==> src/rtl/adriannovosel_quad_counter.sv <==
// adriannovosel_quad_counter
// Four-channel rising-edge event counter packaged as a Tiny Tapeout tile.
// Each channel input is synchronised and edge-detected, and drives a wrapping
// CNT_W-bit counter with a sticky overflow flag. One counter at a time is read
// out a byte at a time on uo_out; the overflow flags appear on uio_out[7:4].
// Optional build macro READ_SNAPSHOT_EN: the high byte is served from a
// snapshot taken while the low byte is selected, so a low-then-high read is
// coherent even if the counter moves between the two reads.
module adriannovosel_quad_counter #(
    parameter int CNT_W       = 16,
    parameter int SYNC_STAGES = 2
) (
    input  logic       clk,
    input  logic       rst,
    input  logic       ena,
    input  logic [7:0] ui_in,
    output logic [7:0] uo_out,
    input  logic [7:0] uio_in,
    output logic [7:0] uio_out,
    output logic [7:0] uio_oe
);

    logic [SYNC_STAGES-1:0] sync [4];
    logic [3:0]             sync_out;
    logic [3:0]             prev;
    logic [3:0]             edges;
    logic [3:0]             inc;
    logic [3:0]             ovf;
    logic [CNT_W-1:0]       cnt [4];
    logic [CNT_W-1:0]       sel_cnt;
    logic [CNT_W-1:0]       hi_src;
    logic                   clr;
    logic [1:0]             sel;
    logic                   byte_hi;
    logic                   unused_uio;

    // High byte of a counter, zero-padded when CNT_W < 16.
    function automatic logic [7:0] hi_byte(input logic [CNT_W-1:0] v);
        logic [7:0] r;
        r = '0;
        r[CNT_W-9:0] = v[CNT_W-1:8];
        return r;
    endfunction

    assign sel        = ui_in[5:4];
    assign byte_hi    = ui_in[6];
    // Clear is gated by ena like counting, so a disabled tile ignores it.
    assign clr        = ena & ui_in[7];
    assign unused_uio = &{1'b0, uio_in[7:4]};

    // Synchroniser outputs, one-cycle rising-edge pulses and qualified increments.
    always_comb begin
        sync_out = '0;
        for (int i = 0; i < 4; i++) begin
            sync_out[i] = sync[i][SYNC_STAGES-1];
        end
        edges = sync_out & ~prev;
        inc   = edges & uio_in[3:0] & {4{ena & ~ui_in[7]}};
    end

    // Input synchronisers and edge history; these run regardless of ena.
    always_ff @(posedge clk or posedge rst) begin
        if (rst) begin
            for (int i = 0; i < 4; i++) begin
                sync[i] <= '0;
            end
            prev <= '0;
        end else begin
            for (int i = 0; i < 4; i++) begin
                sync[i] <= {sync[i][SYNC_STAGES-2:0], ui_in[i]};
            end
            prev <= sync_out;
        end
    end

    // Counters and sticky overflow flags; clear wins over a same-cycle increment.
    always_ff @(posedge clk or posedge rst) begin
        if (rst) begin
            for (int i = 0; i < 4; i++) begin
                cnt[i] <= '0;
            end
            ovf <= '0;
        end else if (clr) begin
            for (int i = 0; i < 4; i++) begin
                cnt[i] <= '0;
            end
            ovf <= '0;
        end else begin
            for (int i = 0; i < 4; i++) begin
                if (inc[i]) begin
                    cnt[i] <= cnt[i] + 1'b1;
                    if (&cnt[i]) begin
                        ovf[i] <= 1'b1;
                    end
                end
            end
        end
    end

    assign sel_cnt = cnt[sel];

`ifdef READ_SNAPSHOT_EN
    logic [CNT_W-1:0] snapshot;

    // Track the selected counter while the low byte is being read; freeze it
    // once the high byte is selected so both bytes come from the same value.
    always_ff @(posedge clk or posedge rst) begin
        if (rst) begin
            snapshot <= '0;
        end else if (clr) begin
            snapshot <= '0;
        end else if (!byte_hi) begin
            snapshot <= sel_cnt;
        end
    end

    assign hi_src = snapshot;
`else
    assign hi_src = sel_cnt;
`endif

    assign uo_out  = byte_hi ? hi_byte(hi_src) : sel_cnt[7:0];
    assign uio_out = {ovf, 4'b0000};
    assign uio_oe  = 8'hF0;

endmodule

==> config.mk <==
export PLATFORM = sky130hd
export DESIGN_NAME = adriannovosel_quad_counter
export DESIGN_NICKNAME = d
export VERILOG_FILES = /design/src/rtl/adriannovosel_quad_counter.sv
export SDC_FILE = /design/constraint.sdc
export NUM_CORES = 1
export LEC_CHECK = 0
export ABC_AREA = 1
export BUFFER_PORTS_ARGS = -buffer_cell sky130_fd_sc_hd__buf_2
export CORE_ASPECT_RATIO = 0.8
export CORE_MARGIN = 1.5
export CORE_UTILIZATION = 60
export DETAILED_ROUTE_END_ITERATION = 10
export PLACE_DENSITY = 0.85
export SETUP_SLACK_MARGIN = 0.2
export SLEW_MARGIN = 20
export SYNTH_ARGS = -nofsm -noshare
export SYNTH_HDL_FRONTEND = slang
export SYNTH_SLANG_ARGS = --single-unit
==> constraint.sdc <==
create_clock -name clk -period 7.35 [get_ports clk]
set_clock_uncertainty 0.05 [all_clocks]
set_input_delay 1.47 -clock clk [delete_from_list [all_inputs] [get_ports clk]]
set_output_delay 1.47 -clock clk [all_outputs]
set_load 0.02 [all_outputs]
# Word-level counts from Yosys, hierarchy flattened
# Cells that the tools add are included.
[totals]
regBits = 80
inputBits = 19
[op_classes]
magnitude_cmp = 1
add_sub_neg = 4
n_reduce_logical = 16
n_bitwise = 8
muxes = 18
[ops]
columns = ["operator", "n"]
rows = [
  ["$mux W16", 6],
  ["$add A16 B1 Y16 const B", 4],
  ["$mux W64", 1],
  ["$reduce_and A16 Y1", 4],
  ["$bmux W16 S2", 1],
  ["$reduce_bool A2 Y1", 8],
  ["$and A4 B4 Y4", 3],
  ["$mux W1", 8],
  ["$mux W8", 1],
  ["$reduce_and A2 Y1", 4],
  ["$mux W4", 1],
  ["$not A4 Y4", 1],
  ["$ge A3 B3 Y1 const B", 1],
  ["$not A2 Y3", 1],
  ["$and A1 B1 Y1", 2],
  ["$not A1 Y1", 1],
]

# Logic depth before layout (Yosys ltp)
[depth]
depth_word = 6
ltp_mapped = 9
ltp_nobuf = 9

# Least setup slack after synthesis
# OpenSTA, ideal clock, no wires.
[synth_timing]
kind = "input to output"
start = "in ui_in[5]"
end = "out uo_out[4]"
arrival_time_ns = 2.303
path_stages = 5
path_slack_ns = 3.527
n_path_buf = 1
cell_sequence = "inv_1 -> clkbuf_1 -> o21ai_0 -> o21ai_0 -> o21a_1"
[synth_via]
elab_chain_len = 5
[synth_lines]
columns = ["element", "line_no", "text"]
rows = [
  ["start, declared", "16", "input logic [7:0] ui_in,"],
  ["$not A2 Y3 (implied by the code)", "100", "assign sel_cnt = cnt[sel];"],
  ["$bmux W16 S2", "100", ""],
  ["$mux W16 (implied by the code) (2 in a row)", "100", ""],
  ["$mux W8", "122", "assign uo_out = byte_hi ? hi_byte(hi_src) : sel_cnt[7:0];"],
  ["end, declared", "17", "output logic [7:0] uo_out,"],
]
# No other way between the ends. The select of a mux whose other input is x is not followed.

# Worst setup path after layout
[layout_timing]
start = "in ui_in[4]"
end = "out uo_out[2]"
# Same word-level chain as after synthesis.

==> reports/qor.yml <==
min_period_ns: 4.66
drt-met1-wl_mm: 4.92
placed_area_um2: 4840
synth_cells: 657
core-area_um2: 7530
path_delay_family: "buffers and inverters"
clk_latency_ns: 0.36
cap_violations: 0
drc_errors: 0
synth-seq-area-share_pct: 42.3
wl_met2_mm: 4.88
yosysWarnings: 0
irDropWorstVdd_uv: 101
vias_per_cell: 5.58
holdWs_ns: 0.304
drt_wl_total_mm: 10.8
cts_buffer_depth: 2
layout_commonest_cell: "nand2_1"
die-height_um: 82.4
cp.arrival_ns: 3.14
firstDrtPassIters: 5
fin_tns_setup_ns: 0
initial_core_util_pct: 62.8
grt_pass1_wl_mm: 18.0
drive_gt1_share_pct: 9.26
synth_edf_count: 0
num_io_pins: 43
antenna-diode-count: 0
drt-initial-drc-count: 346
antenna_found_initial: 0
hold_viol: 0
track_usage_pct: 28.0
holdBufCountCts: 0
die-area_um2: 8430
tightest_slew_ns: 0.844
status: "finished clean"
crit_path_start_kind: "primary input"
dpl.cell_count: 769
syn-cell-area_um2: 4730
cts_tree: "built"
dr_total_vias: 4383
clockRootBuffer: "clkbuf_8"
cts_resized: 0
min_path_type: "flip-flop to flip-flop"
drv_slew: 0
cp_slowest_cell: "inv_1"
grt_overflow: 0
fin_area_um2: 5040
crit_top_cell: "buf_2"
antenna_left: 0
cts-buffers-inserted: 9
final-setup-viol-count: 0
synth-async-reset-ratio_pct: 100
dp_hpwl_mm: 7.89
io_buffers: 26
rsz0062_at_grt: "no"
dpl_worst_slack_ns: 2.75
placement_rows: 28
globalplace.congestion: 0.890
dr.max_layer_used: "met4"
grt_pass1_vias: 3884
critPathBufInv: 3
finalPower_mw: 0.853
synth_flop_cell: "dfrtp_1"
h-tree-depth: 3
finalCoreUtilization_pct: 66.9
final_nets: 698
final.period_utilization_pct: 63.4
wl_per_cell_um: 13.7
setup_slack_ns: 2.69
cp.required_ns: 5.83
path_cells: "buf_2 -> inv_1 -> o21ai_0 -> nand3_1 -> o21a_1 -> buf_2"
wl_met3_um: 673
critPathMaxStageDelay_ns: 0.46
fmax_mhz: 214
critPathKind: "primary input to output port"
ys_ff_latch: 80
layout.cells.non_filler: 785
syn_avg_cell_area_um2: 7.20
clkTransAtPathRegs_ns: 0.08
final_cell_mix: "nand2_1, inv_1, nor2_1"
fill_cells: 637
worstPathMaxFanout: 33
ff_latch_area_um2: 2000
syn_to_final_growth_pct: 6.51
multi_input_comb_area_um2: 2230
clock_sinks: 80
ys_types: 32
maxSlewHeadroom_pct: 43.6
end_kind: "output port"
cts_setup_buffers: 0
die_x_um: 102
power_density_nw_per_um2: 169
p_leak_nw: 2.28
grt_start_max_net_pins: 81
==> cell families (layout without fill, tap and decap cells) <==
group | count (synthesis) | after routing | synth area share, %
adders and majority gates | 4 | 4 | 1.06
buffers and inverters | 121 | 134 | 11.3
xor gates and xnor gates | 1 | 1 | 0.185
other | 2 | 12 | 0.159
DFF | 80 | 80 | 42.3
and+or+nand+nor | 302 | 302 | 28.7
AOI/OAI and AO/OA | 147 | 147 | 16.2
==> area by class of cell <==
| type | instances | share of cell area [%] |
|---|---|---|
| multi-input combinational | 466 | 44.2 |
| timing repair buffer | 27 | 2.81 |
| clock inverter | 4 | 1.07 |
| sequential | 80 | 39.7 |
| inverter | 91 | 6.86 |
| tap | 105 | 2.61 |
| clock buffer | 12 | 2.68 |
==> metal layers <==
metal  up-vias  global-route usage [%]
met2       159                    43.2
met4         0                    11.1
met3        23                    4.55
met1      2043                    39.7
li1       2158                       -
met5         -                       0
==> synthesized netlist by cell type, types with 7 or more instances <==
master | instances | area [µm²]
nor2_1 | 81 | 304
o21ai_1 | 7 | 35.0
nand4_1 | 16 | 100
a21oi_1 | 51 | 255
o21a_1 | 8 | 60.1
dfrtp_1 | 80 | 2000
nand2_1 | 121 | 454
o21ai_0 | 74 | 370
buf_4 | 13 | 97.6
nand3_1 | 52 | 260
clkbuf_1 | 9 | 33.8
inv_1 | 88 | 330
nor3_1 | 13 | 65.1
==> where the power goes <==
group	internal [mW]	total, mW	switching (mW)	leakage (nW)
registers	0.448	0.454	0.00666	1.09
clock network	0.159	0.321	0.163	0.0872
logic	0.0210	0.0774	0.0564	1.11
total	0.627	0.853	0.226	2.28
==> sequential cells by signal, summed over array words and instances, names as in the netlist <==
name	flops
cnt	64
ovf	4
prev	4
sync	8
==> path summary, 6_finish.rpt <==
check                                    start             endpoint  slack [ns]  depth (start not counted)
min in group asynchronous                  rst    sync[6]$_DFF_PP0_        1.24                          3
min reg2reg                  sync[4]$_DFF_PP0_    sync[5]$_DFF_PP0_        0.30                          0
max in group asynchronous                  rst  cnt[24]$_DFFE_PP0P_        5.53                          3
max reg2reg                cnt[17]$_DFFE_PP0P_  cnt[26]$_DFFE_PP0P_        5.70                          8
min                          sync[4]$_DFF_PP0_    sync[5]$_DFF_PP0_        0.30                          0
max                                   ui_in[4]            uo_out[2]        2.69                          6
(Power assumes the default switching activity.)
